## config.mk

```make
export PLATFORM = sky130hd
export DESIGN_NAME = vga_timing_gen
export DESIGN_NICKNAME = d
export VERILOG_FILES = /design/src/rtl/vga_timing_gen.sv
export SDC_FILE = /design/constraint.sdc
export NUM_CORES = 1
export LEC_CHECK = 0
export ABC_AREA = 1
export BUFFER_PORTS_ARGS = -buffer_cell sky130_fd_sc_hd__buf_2
export CORE_AREA = 2 2 60 68
export CTS_CLUSTER_DIAMETER = 120
export DETAILED_ROUTE_END_ITERATION = 8
export DIE_AREA = 0 0 62 70
export GPL_TIMING_DRIVEN = 0
export PLACE_DENSITY_LB_ADDON = 0.05
export SETUP_SLACK_MARGIN = 0.3
export SYNTH_ARGS = -nofsm -noshare
export SYNTH_HDL_FRONTEND = slang
export SYNTH_SLANG_ARGS = --single-unit
```

## constraint.sdc

```tcl
create_clock -name clk -period 2.3 [get_ports clk]
set_input_delay 0.23 -clock clk [delete_from_list [all_inputs] [get_ports clk]]
set_output_delay 0.23 -clock clk [all_outputs]
set_load 0.03 [all_outputs]
```

## src/rtl/vga_timing_gen.sv

```systemverilog
// vga_timing_gen: pixel-timing master for a 640x480 @ 60 Hz VGA output.
//   Divides clk down to a one-cycle pixel enable, runs the horizontal and
//   vertical counters, and drives registered, pixel-aligned sync and colour pins.
//
// Ports:
//   clk, rst         system clock, synchronous active-high reset
//   rgb_in[11:0]     colour from the pixel generator for the current hCount/vCount
//   test_sel         selects the built-in colour-bar pattern (VGA_TEST_PATTERN_EN builds only)
//   hCount, vCount   current column / line (10-bit)
//   bright           current pixel is visible (combinational from the counters)
//   pix_en           one-clk pulse per pixel period
//   frame_tick       one-clk pulse after the pixel enable that wraps the frame
//   hSync, vSync     active-low sync pins, registered
//   vga_r/g/b        4-bit colour pins, registered
//
// Optional feature: define VGA_TEST_PATTERN_EN to add the eight-bar test pattern.
module vga_timing_gen #(
  parameter int unsigned CLK_DIV      = 4,
  parameter int unsigned H_TOTAL      = 800,
  parameter int unsigned H_SYNC       = 96,
  parameter int unsigned H_DISP_START = 144,
  parameter int unsigned H_DISP_END   = 783,
  parameter int unsigned V_TOTAL      = 525,
  parameter int unsigned V_SYNC       = 2,
  parameter int unsigned V_DISP_START = 35,
  parameter int unsigned V_DISP_END   = 514
) (
  input  logic        clk,
  input  logic        rst,
  input  logic [11:0] rgb_in,
  input  logic        test_sel,
  output logic [9:0]  hCount,
  output logic [9:0]  vCount,
  output logic        bright,
  output logic        pix_en,
  output logic        frame_tick,
  output logic        hSync,
  output logic        vSync,
  output logic [3:0]  vga_r,
  output logic [3:0]  vga_g,
  output logic [3:0]  vga_b
);

  localparam int unsigned DIV_W  = (CLK_DIV > 1) ? $clog2(CLK_DIV) : 1;
  localparam int unsigned CNT_W  = 10;
  localparam int unsigned BAR_PX = 80;

  logic [DIV_W-1:0] div_cnt;
  logic             div_last;
  logic             h_last;
  logic             v_last;
  logic [11:0]      pix_rgb;

  assign div_last = (div_cnt == DIV_W'(CLK_DIV - 1));
  assign h_last   = (hCount == CNT_W'(H_TOTAL - 1));
  assign v_last   = (vCount == CNT_W'(V_TOTAL - 1));

  // Visible-window decode, seen by the colour generator in the same cycle as the counters
  assign bright = (hCount >= CNT_W'(H_DISP_START)) && (hCount <= CNT_W'(H_DISP_END)) &&
                  (vCount >= CNT_W'(V_DISP_START)) && (vCount <= CNT_W'(V_DISP_END));

`ifdef VGA_TEST_PATTERN_EN
  logic [2:0]  bar;
  logic [11:0] bar_rgb;

  // Bar order white, yellow, cyan, green, magenta, red, blue, black:
  // red is off for bars 2,3,6,7, green for 4..7, blue for odd bars.
  always_comb begin
    bar     = 3'((hCount - CNT_W'(H_DISP_START)) / CNT_W'(BAR_PX));
    bar_rgb = {{4{~bar[1]}}, {4{~bar[2]}}, {4{~bar[0]}}};
    pix_rgb = test_sel ? bar_rgb : rgb_in;
  end
`else
  logic unused_test_sel;

  assign unused_test_sel = test_sel;
  assign pix_rgb         = rgb_in;
`endif

  // Divider, counters and pin registers. pix_en is registered from the divider
  // phase so it is low throughout reset and first fires CLK_DIV clocks after release.
  always_ff @(posedge clk) begin
    if (rst) begin
      div_cnt    <= '0;
      pix_en     <= 1'b0;
      hCount     <= '0;
      vCount     <= '0;
      frame_tick <= 1'b0;
      hSync      <= 1'b1;
      vSync      <= 1'b1;
      vga_r      <= '0;
      vga_g      <= '0;
      vga_b      <= '0;
    end else begin
      frame_tick <= 1'b0;
      pix_en     <= div_last;
      div_cnt    <= div_last ? '0 : div_cnt + 1'b1;

      if (pix_en) begin
        frame_tick <= h_last && v_last;
        if (h_last) begin
          hCount <= '0;
          vCount <= v_last ? '0 : vCount + 1'b1;
        end else begin
          hCount <= hCount + 1'b1;
        end
        // Sync and colour are captured together so they stay pixel-aligned
        hSync                 <= ~(hCount < CNT_W'(H_SYNC));
        vSync                 <= ~(vCount < CNT_W'(V_SYNC));
        {vga_r, vga_g, vga_b} <= bright ? pix_rgb : 12'h000;
      end
    end
  end

endmodule
```

**Word level (Yosys, flattened, before mapping)**

Cells that the tools add are included.

- Magnitude comparators: 6
- Bitwise operators: 3
- Reduce and logical (&&, ||, !) cells: 7
- Equal/unequal tests: 3
- Add/sub/neg operators: 3
- Muxes and demuxes: 3

Operators with widths:

| cell | count |
|---|---|
| adder 10 x 1 -> 10 bit (second input constant) | 2 |
| equality test 10 bit (second input constant) | 2 |
| <= comparator 10 bit (second input constant) | 2 |
| two-way mux 10 bit | 2 |
| two-way mux 12 bit | 1 |
| >= comparator 10 x 6 -> 1 bit (second input constant) | 1 |
| >= comparator 10 x 8 -> 1 bit (second input constant) | 1 |
| less-than comparator 10 x 2 -> 1 bit (second input constant) | 1 |
| less-than comparator 10 x 7 -> 1 bit (second input constant) | 1 |
| logical AND 1 bit | 4 |
| OR reduction 2 bit | 2 |
| NOT 1 bit | 3 |
| adder 2 x 1 -> 2 bit (second input constant) | 1 |
| equality test 2 bit (second input constant) | 1 |
| AND reduction 2 bit | 1 |

- Input port bits: 15
- Flip-flop bits (word level): 38
- Word-level logic and storage cells: 35
- Output and inout bits: 37

**Depth between registers and ports, before layout**

Gate-level depths: netlist (run 1).

- Word-level depth: 5
- Mapped depth: 9
- Depth with buffers taken out: 9

**Worst setup path before layout (run 1)**

OpenSTA, ideal clock, no wires.

- Path type: reg-to-output
- From: register vCount[1]
- To: output port bright
- Stages on the path, launching flop included: 8
- Slack: 490 ps
- Required time: 2,070 ps
- Path buffers: 1
- Arrival: 1,580 ps
- Cells stage by stage: dfxtp_1 > ha_1 > inv_1 > a21oi_1 > nor2_1 > nor2_4 > buf_12 > and2_2

- Word-level cells in the longest chain between the ends: 3
- Elaborated cells on any way between the ends: 4
- Classes of those cells: 2 x order compare; 2 x reduce/logical

RTL lines:

| element | RTL line | source |
|---|---|---|
| start: declaration | 33 | `output logic [9:0] vCount,` |
| start signal: assignment | 103 | `vCount <= v_last ? '0 : vCount + 1'b1;` |
| >= comparator 10 x 6 -> 1 bit | 60 | `(vCount >= CNT_W'(V_DISP_START)) && (vCount <= CNT_W'(V_DISP_END));` |
| logical AND 1 bit | 59 | `assign bright = (hCount >= CNT_W'(H_DISP_START)) && (hCount <= CNT_W'(H_DISP_END)) &&` |
| logical AND 1 bit (*) | 60 |  |
| end: declaration | 34 | `output logic bright,` |

Mark *: on every way between the ends. The rest lies on a longest branch, timed or not.

**Final worst setup path (run 1)**

Same ends and word-level chain as after synthesis.

==> results, run 1 <==
- Data on the critical path arrives at its endpoint at 1690 ps.
- Of the synthesized area, sequential elements account for 0.390.
- The startpoint-to-endpoint class of the critical path is flip-flop to output pin.
- The number of nets produced by synthesis is 278.
- The share of total power dissipated in combinational logic is 0.078.
- Headroom to the max-slew limit came out at 0.674.
- The min-delay analysis places its worst path in the category primary input to flip-flop.
- The routed design has 4470 µm of wire.
- The power dissipated by switching net loads is 0.000290 W.
- The switching power as a share of total power is 0.242.
- The synthesis warning total is 0.
- The x dimension of the die is 62 µm.
- The routed via count divided by cell count is 4.91.
- The count of antenna diodes in the layout is 0.
- The analysis attributes to cell leakage a power of 1.05 nW.
- The total half-perimeter wirelength after legalization and detailed placement is 3190 µm.
- For this configuration, the core starts out at a cell density of 0.520.
- The insertion delay to the later sink of the worst-skew pair is 290 ps.
- The register clock-pin slew on the reported worst setup and hold paths is 70 ps.
- In this run the mean area of a mapped cell was 7.59 µm².
- Clock tree synthesis selected as its root buffer the cell sky130_fd_sc_hd__clkbuf_8.
- The number of hold-slack violations in the final timing report is 0.
- The share of total power dissipated in sequential elements is 0.566.
- The post-route cell area is 2430 µm².
- The count of port buffers added during placement is 50.
- The largest area contributor in the netlist is sky130_fd_sc_hd__dfxtp_1.
- The number of global-route vias before repair was 1647.
- From bottom edge to top edge, the die measures 70 µm.
- The number of antenna violations at the first check in global routing is 0.
- The utilization of the core after routing is 0.648.
- The number of clock sinks is 38.
- The number of max-slew violations in the final report is 0.
- TritonCTS created 5 clock buffers.
- The transition time at the pin with the least slew margin is 488 ps.
- The congestion estimate from routability-driven global placement came to 0.822.
- The worst hold slack is 189 ps.
- The area fraction of the dominant cell type after synthesis is 0.390.
- The largest net degree at the start of global routing is 11.
- The setup clock skew after layout is 7.49 ps.
- The run finished with clean final reports.
- In the final layout, the share of cells above drive strength 1 is 0.345.
- Summing over every cut layer, the via total after detailed routing is 1836.
- In this run the power density over the cells is 494 nW/µm².
- The number of buffers added to fix hold violations after cts is 0.
- The cell count after synthesis came out at 257.
- The global-route wire length before repair is 7010 µm.
- Counting flops and latches in the post-synthesis netlist gives 38.
- The initialized floorplan defines 24 standard-cell rows.
- During I/O placement, the number of pins put on the boundary was 52.
- Yosys attributes the largest share of cell area to sky130_fd_sc_hd__dfxtp_1 (39%), sky130_fd_sc_hd__nand2_1 (9.2%), sky130_fd_sc_hd__nor2_1 (6.0%).
- The total of endpoints with negative setup slack in the final report is 0.
- The layout net count is 343.
- Setup repair after global routing left no endpoint under its margin.
- The required time of the worst setup path is 2070 ps.
- The all-layer global routing usage is 0.212.
- No sink is reached through more buffers than the 2 on the longest clock path.
- The synthesis-to-layout area growth is 24.8%.
- The maximum frequency from static timing analysis is 520 MHz.
- The initial DRC count is 128.
- The number of optimization iterations in the first detailed-route pass is 4.
- TritonCTS built the clock tree.
- In the layout the commonest cells are sky130_fd_sc_hd__buf_2 (50), sky130_fd_sc_hd__nand2_1 (48), sky130_fd_sc_hd__dfxtp_1 (33), sky130_fd_sc_hd__nor2_1 (30), sky130_fd_sc_hd__inv_1 (22).
- The H-tree was split into 2 levels.
- Max-cap violations in this run came to 0.
- The floorplan step defined a core boundary enclosing 3750 µm².
- The library cell used most frequently in the layout, excluding fill and tap cells, is sky130_fd_sc_hd__buf_2.
- The average wire per standard cell is 12.0 µm.
- The worst setup path is launched from a flip-flop.
- The area of the mapped netlist is 1950 µm².
- STA classifies the critical path endpoint as an output pin.
- The sum of negative setup slack is 0 ps.
- The die covers 4340 µm².
- The biggest fanout along the worst timing path is 7.
- The number of nets still failing antenna checks after routing is 0.
- The internal power of the cells totals 0.000912 W.
- The share of total power dissipated in the clock network is 0.356.
- In this run, distinct cell masters in the synthesized netlist total 31.
- The final cycle utilization of the critical path is 0.837.
- In the routed design, unresolved DRC markers number 0.
- The time the worst path needs with I/O delays and setup is 1920 ps.
- The overall power consumption is 0.00120 W.
- The cell area reported after detailed placement is 2270 µm².
- The peak ir drop on the vdd network is 0.404 mV.
- The total overflow left after global routing is 0.
final cells by class:
| cell class | count | area [µm²] |
|---|---|---|
| repair buffers | 58 | 313 |
| inverters | 25 | 93.8 |
| flip-flops and latches | 38 | 772 |
| plain buffers | 7 | 58.8 |
| clock buffers | 7 | 76.3 |
| fillers | 364 | 1320 |
| multi-input cells | 187 | 1050 |
| well taps | 52 | 65.1 |
synthesized netlist by cell type:
master / count
sky130_fd_sc_hd__nor3b_2: 1
sky130_fd_sc_hd__buf_4: 1
sky130_fd_sc_hd__inv_2: 3
sky130_fd_sc_hd__nor2_1: 31
sky130_fd_sc_hd__inv_1: 22
sky130_fd_sc_hd__nor3_1: 5
sky130_fd_sc_hd__nor3_2: 1
sky130_fd_sc_hd__buf_12: 1
sky130_fd_sc_hd__nand3_2: 10
sky130_fd_sc_hd__nand2_2: 6
sky130_fd_sc_hd__ha_1: 6
sky130_fd_sc_hd__xnor2_1: 1
sky130_fd_sc_hd__nor2_4: 2
sky130_fd_sc_hd__nor2_2: 2
sky130_fd_sc_hd__buf_6: 1
sky130_fd_sc_hd__nor3_4: 1
sky130_fd_sc_hd__dfxtp_1: 38
sky130_fd_sc_hd__nand4_1: 3
sky130_fd_sc_hd__buf_2: 1
sky130_fd_sc_hd__a211oi_1: 1
sky130_fd_sc_hd__nand3b_1: 3
sky130_fd_sc_hd__clkbuf_1: 3
sky130_fd_sc_hd__o21ai_0: 19
sky130_fd_sc_hd__and2_2: 1
sky130_fd_sc_hd__nor3b_1: 1
sky130_fd_sc_hd__o21bai_1: 1
sky130_fd_sc_hd__a21oi_1: 18
sky130_fd_sc_hd__nand2_1: 48
sky130_fd_sc_hd__a21oi_2: 9
sky130_fd_sc_hd__xor2_1: 1
sky130_fd_sc_hd__nand3_1: 16
sequential cells by signal, summed over array words and instances, names as in the netlist:
name	flops
hCount	10
vCount	10
vga_b	4
vga_g	4
vga_r	4
div_cnt	2
frame_tick	1
hSync	1
pix_en	1
vSync	1
path summary, 6_finish.rpt:
kind         cells after the start    endpoint  slack (ps)        from
max                              8      bright         380   vCount[1]
min                              2  div_cnt[1]         190         rst
min reg2reg                      1  div_cnt[0]         460  div_cnt[0]
max reg2reg                      8   hCount[5]         750   hCount[1]
power groups by stage:
| stage | Combinational (W) | Clock, W | Sequential (W) |
|---|---|---|---|
| 6_report | 0.0000943 | 0.000427 | 0.000680 |
| 5_1_grt | 0.000103 | 0.000471 | 0.000682 |
| 4_1_cts | 0.0000949 | 0.000440 | 0.000681 |
| 3_5_place_dp | 0.0000950 | 0 | 0.000697 |
| 3_3_place_gp | 0.0000935 | 0 | 0.000697 |
| 2_1_floorplan | 0.0000355 | 0 | 0.000721 |
critical path, stage by stage, from the launching register on:
cell                      delay (ps)
sky130_fd_sc_hd__dfxtp_4         390
sky130_fd_sc_hd__ha_2            190
sky130_fd_sc_hd__inv_1            70
sky130_fd_sc_hd__a21oi_2         150
sky130_fd_sc_hd__nor2_2           60
sky130_fd_sc_hd__nor2_4          140
sky130_fd_sc_hd__buf_12          130
sky130_fd_sc_hd__and2_2          130
sky130_fd_sc_hd__buf_4           150
routing by layer:
metal | up-vias | wire, µm | track usage
li1 | 972 | - | -
met1 | 824 | 2080 | 0.272
met2 | 33 | 2140 | 0.330
met3 | 7 | 198 | 0.0667
met4 | 0 | 61 | 0.0709
met5 | - | 0 | 0
per-stage QoR:
step | std cells | worst slack [ps]
after floorplan | 257 | 490
after global placement | 359 | 487
after detailed placement | 359 | 484
after CTS | 366 | 303
after global routing | 374 | 273
final | 374 | 376
cell families after synthesis:
family | after synthesis | synth area share
AND/OR/NAND/NOR | 131 | 0.343
AO/OA/AOI/OAI | 48 | 0.143
flip-flops | 38 | 0.390
buffers and inverters | 32 | 0.0763
adder cells (fa/ha/maj) | 6 | 0.0385
XOR/XNOR | 2 | 0.00898
repair_timing:
| action | 4_1_cts | 5_1_grt |
|---|---|---|
| gates cloned | 0 | 0 |
| pin swaps | 0 | 1 |
| setup buffers | 0 | 8 |
| resized for setup | 5 | 8 |
| setup endpoints to repair | 1 | 1 |
No activity file was read; power rests on OpenSTA's default activity.
==> inputs of run 2 (changes only) <==
Settings changed: CORE_AREA 2 2 60 68 to 2 2 62 70, DIE_AREA 0 0 62 70 to 0 0 64 72.
Clock period 2.3 ns to 1.8 ns, I/O delays scaled along.
==> run 2 against run 1 <==
Net effect:
- flip-flop and latch count is the same
- cell area grew 13%
- critical path type unchanged
- global-route usage grew 0.15 points
- sequential share of layout area shrank 3.3 points
- die area grew 6.2%
- first-iteration DRC count shrank 5.5%
- sequential power grew 28%
- wire length grew 14%
- worst hold slack lost 86 ps
- combinational power grew 40%
- non-clock buffer count grew 14
- clock power grew 58%
==> results, run 2 (synthesis gave the netlist of run 1 again) <==
- Cell chain of the critical path: inv_4 -> ha_2 -> nand2_1 -> nor2_1 -> nand2_1 -> nand2_2 -> buf_8 -> and2_4 -> buf_6 (was ha_2 -> inv_1 -> a21oi_2 -> nor2_2 -> nor2_4 -> buf_12 -> and2_2 -> buf_4).
- The global-route wire length before repair is 7630 µm (was 7010 µm).
- The register clock-pin slew on the reported worst setup and hold paths is 80 ps (was 70 ps).
- The total grt overflow is 0 (unchanged).
- The relative max-transition margin was 0.661 (was 0.674).
- The starting density of the core came to 0.504 (was 0.520).
- Commonest cells after routing, fill and taps aside: sky130_fd_sc_hd__buf_2 (50), sky130_fd_sc_hd__nand2_1 (46), sky130_fd_sc_hd__dfxtp_1 (26), sky130_fd_sc_hd__nor2_1 (24) (was sky130_fd_sc_hd__buf_2 (50), sky130_fd_sc_hd__nand2_1 (48), sky130_fd_sc_hd__dfxtp_1 (33), sky130_fd_sc_hd__nor2_1 (30), sky130_fd_sc_hd__inv_1 (22)).
- The vertical extent of the die is 72 µm (was 70 µm).
- The number of hold-slack violations in the final timing report is 0 (unchanged).
- The number of antenna violations at the first check in global routing is 0 (unchanged).
- The leakage component of the power was 1.17 nW (was 1.05 nW).
- The final cell count without fillers is 390 (was 374).
- Setup repair after global routing missed its margin: yes (was no).
- The number of clock sinks is 38 (unchanged).
- The initial DRC count is 121 (was 128).
- The number of buffers on the longest clock path is 2 (unchanged).
- The most common cell after layout, fill and taps aside is sky130_fd_sc_hd__buf_2 (unchanged).
- The endpoint arrival time on the critical path is 1600 ps (was 1690 ps).
- The CTS tree was yes (unchanged).
- The number of max-slew violations in the final report is 0 (unchanged).
- The share of layout cells above drive strength 1 is 0.441 (was 0.345).
- The area of the multi-input gates is 1190 µm² (was 1050 µm²).
- The count of antenna diodes in the layout is 0 (unchanged).
- The biggest cell delay along the critical path came to 380 ps (was 390 ps).
- Of the available clock period, the critical path in the final layout requires 0.991.
- The hold-critical path depth is 2 (unchanged).
- The setup clock skew after layout is 3.45 ps (was 7.49 ps).
- The average wire per standard cell came to 13.1 µm (was 12.0 µm).
- The startpoint-to-endpoint class of the critical path is flip-flop to output pin (unchanged).
- The insertion delay to the later sink of the worst-skew pair is 300 ps (was 290 ps).
- The slowest library cell on the worst path was sky130_fd_sc_hd__dfxtp_4 (unchanged).
- The required time of the worst setup path is 1620 ps (was 2070 ps).
- The all-layer global routing usage was 0.214 (was 0.212).
- The startpoint type of the worst setup path is a flip-flop (unchanged).
- The count of port buffers added during placement is 50 (unchanged).
- The number of placement rows is 24 (unchanged).
- The peak ir drop on the vdd network was 0.667 mV (was 0.404 mV).
- The storage element area came to 781 µm² (was 772 µm²).
- The routed via count divided by cell count is 5.14 (was 4.91).
- The count of unresolved DRC violations after routing came to 0 (unchanged).
- The total of fill cells in the finished design is 340 (was 364).
- The synthesis-to-layout area growth is 40.8% (was 24.8%).
- The vias after detailed routing came to 2006 (was 1836).
- Top Registers: hCount x10, vCount x10 (unchanged).
- The x dimension of the die is 64 µm (was 62 µm).
- The maximum level of the CTS H-tree is 2 (unchanged).
- The max-cap violation count is 0 (unchanged).
- The number of optimization iterations in the first detailed-route pass is 5 (was 4).
- The depth of the worst register-to-register path was 10 (was 8).
- The time the worst path needs with I/O delays and setup is 1780 ps.
- The transition time at the pin with the least slew margin came to 508 ps (was 488 ps).
- The number of buffers created by CTS is 5 (unchanged).
- The boundary pin count is 52 (unchanged).
- The final routed wirelength across all metal layers is 5110 µm (was 4470 µm).
- The placed cell count is 359 (unchanged).
- The number of nets still failing antenna checks after routing is 0 (unchanged).
- The number of global-route vias before repair was 1764 (was 1647).
- The total of endpoints with negative setup slack in the final report is 0 (unchanged).
- The layout net count is 358 (was 343).
- Status: finished, final reports clean (unchanged).
- The sort of element at the end of the critical path was an output pin (unchanged).
- The placeable core region is 3870 µm² (was 3750 µm²).
- The most common cell type on the critical path is sky130_fd_sc_hd__nand2_1.
- Derived from the worst setup path, the maximum achievable clock frequency is 560 MHz.
- The power per cell area is 610 nW/µm² (was 494 nW/µm²).
- The type of the tightest min-delay check is primary input to flip-flop (unchanged).
- The largest net degree at the start of global routing is 13 (was 11).
- The master cell of the clock root buffer is sky130_fd_sc_hd__clkbuf_8 (unchanged).
- The biggest fanout along the worst timing path came to 5 (was 7).
- The die footprint came to 4610 µm² (was 4340 µm²).
- The total half-perimeter wirelength after legalization and detailed placement is 3220 µm (was 3190 µm).
- The worst-case setup slack after placement came to 146 ps (was 484 ps).
- The worst setup slack after layout came to 15.4 ps (was 376 ps).
- The final weighted congestion of routability-driven global placement is 0.841 (was 0.822).
## run 2: cell count changes in the layout (fill, tap and decap cells not counted), moves of 4 or more
| cell | delta |
|---|---|
| sky130_fd_sc_hd__nor2_2 | +4 |
| sky130_fd_sc_hd__nand3_4 | +9 |
| sky130_fd_sc_hd__dfxtp_1 | -7 |
| sky130_fd_sc_hd__nor2_1 | -6 |
| sky130_fd_sc_hd__buf_4 | +9 |
| sky130_fd_sc_hd__buf_6 | +4 |
| sky130_fd_sc_hd__dfxtp_2 | +7 |
| sky130_fd_sc_hd__nand3_2 | -8 |
## run 2: stage by stage
stage	utilization	TNS, ps	total power (W)	hold WS (ps)	cell area (µm²)
after floorplan	-	0	0.000965	256	1960
after global placement	0.587	0	0.00101	420	2270
after detailed placement	0.587	0	0.00101	417	2270
after CTS	0.654	0	0.00168	96.1	2530
after global routing	0.709	-70.2	0.00173	114	2750
final	0.709	0	0.00168	103	2750
## run 2: layer usage
metal  GRT usage  wire [µm]  vias to the layer above
met5           0          0                        -
met4       0.128        158                        0
met3      0.0543        316                       14
met2       0.350       2570                       51
met1       0.253       2070                      934
li1            -          -                     1007
## run 2: worst max-delay path, delay by kind of cell (launching register included)
kind | cells | cell delay (ps)
simple gates | 5 | 490
fa+ha+maj | 1 | 160
flops | 1 | 380
buf+inv | 3 | 290
## run 2: layout make-up
class                   instances  area share
clock buffers                   6      0.0342
well taps                      52      0.0237
plain buffers                   7      0.0228
clock inverters                 2     0.00364
flip-flops and latches         38       0.284
multi-input cells             188       0.434
inverters                      25      0.0364
repair buffers                 72       0.161
## run 2: path summary, 6_finish.rpt
check	start	to	slack, ps
max	vCount[0]	bright	20
min	rst	div_cnt[1]	100
max reg2reg	vCount[1]	vSync	120
min reg2reg	div_cnt[0]	div_cnt[0]	440
## run 2: power by group
part	switching, W	total [W]	internal, W
sequential	0.00000995	0.000868	0.000858
clock	0.000322	0.000675	0.000352
combinational	0.0000871	0.000132	0.0000453
## run 2: timing repair
item                                    in CTS  in global routing
hold buffers                                 0                  0
buffers inserted                            14                  8
resized for setup                           18                 33
endpoints found under the setup margin       9                 21
pin swaps                                    7                  9
gates cloned                                 0                  1
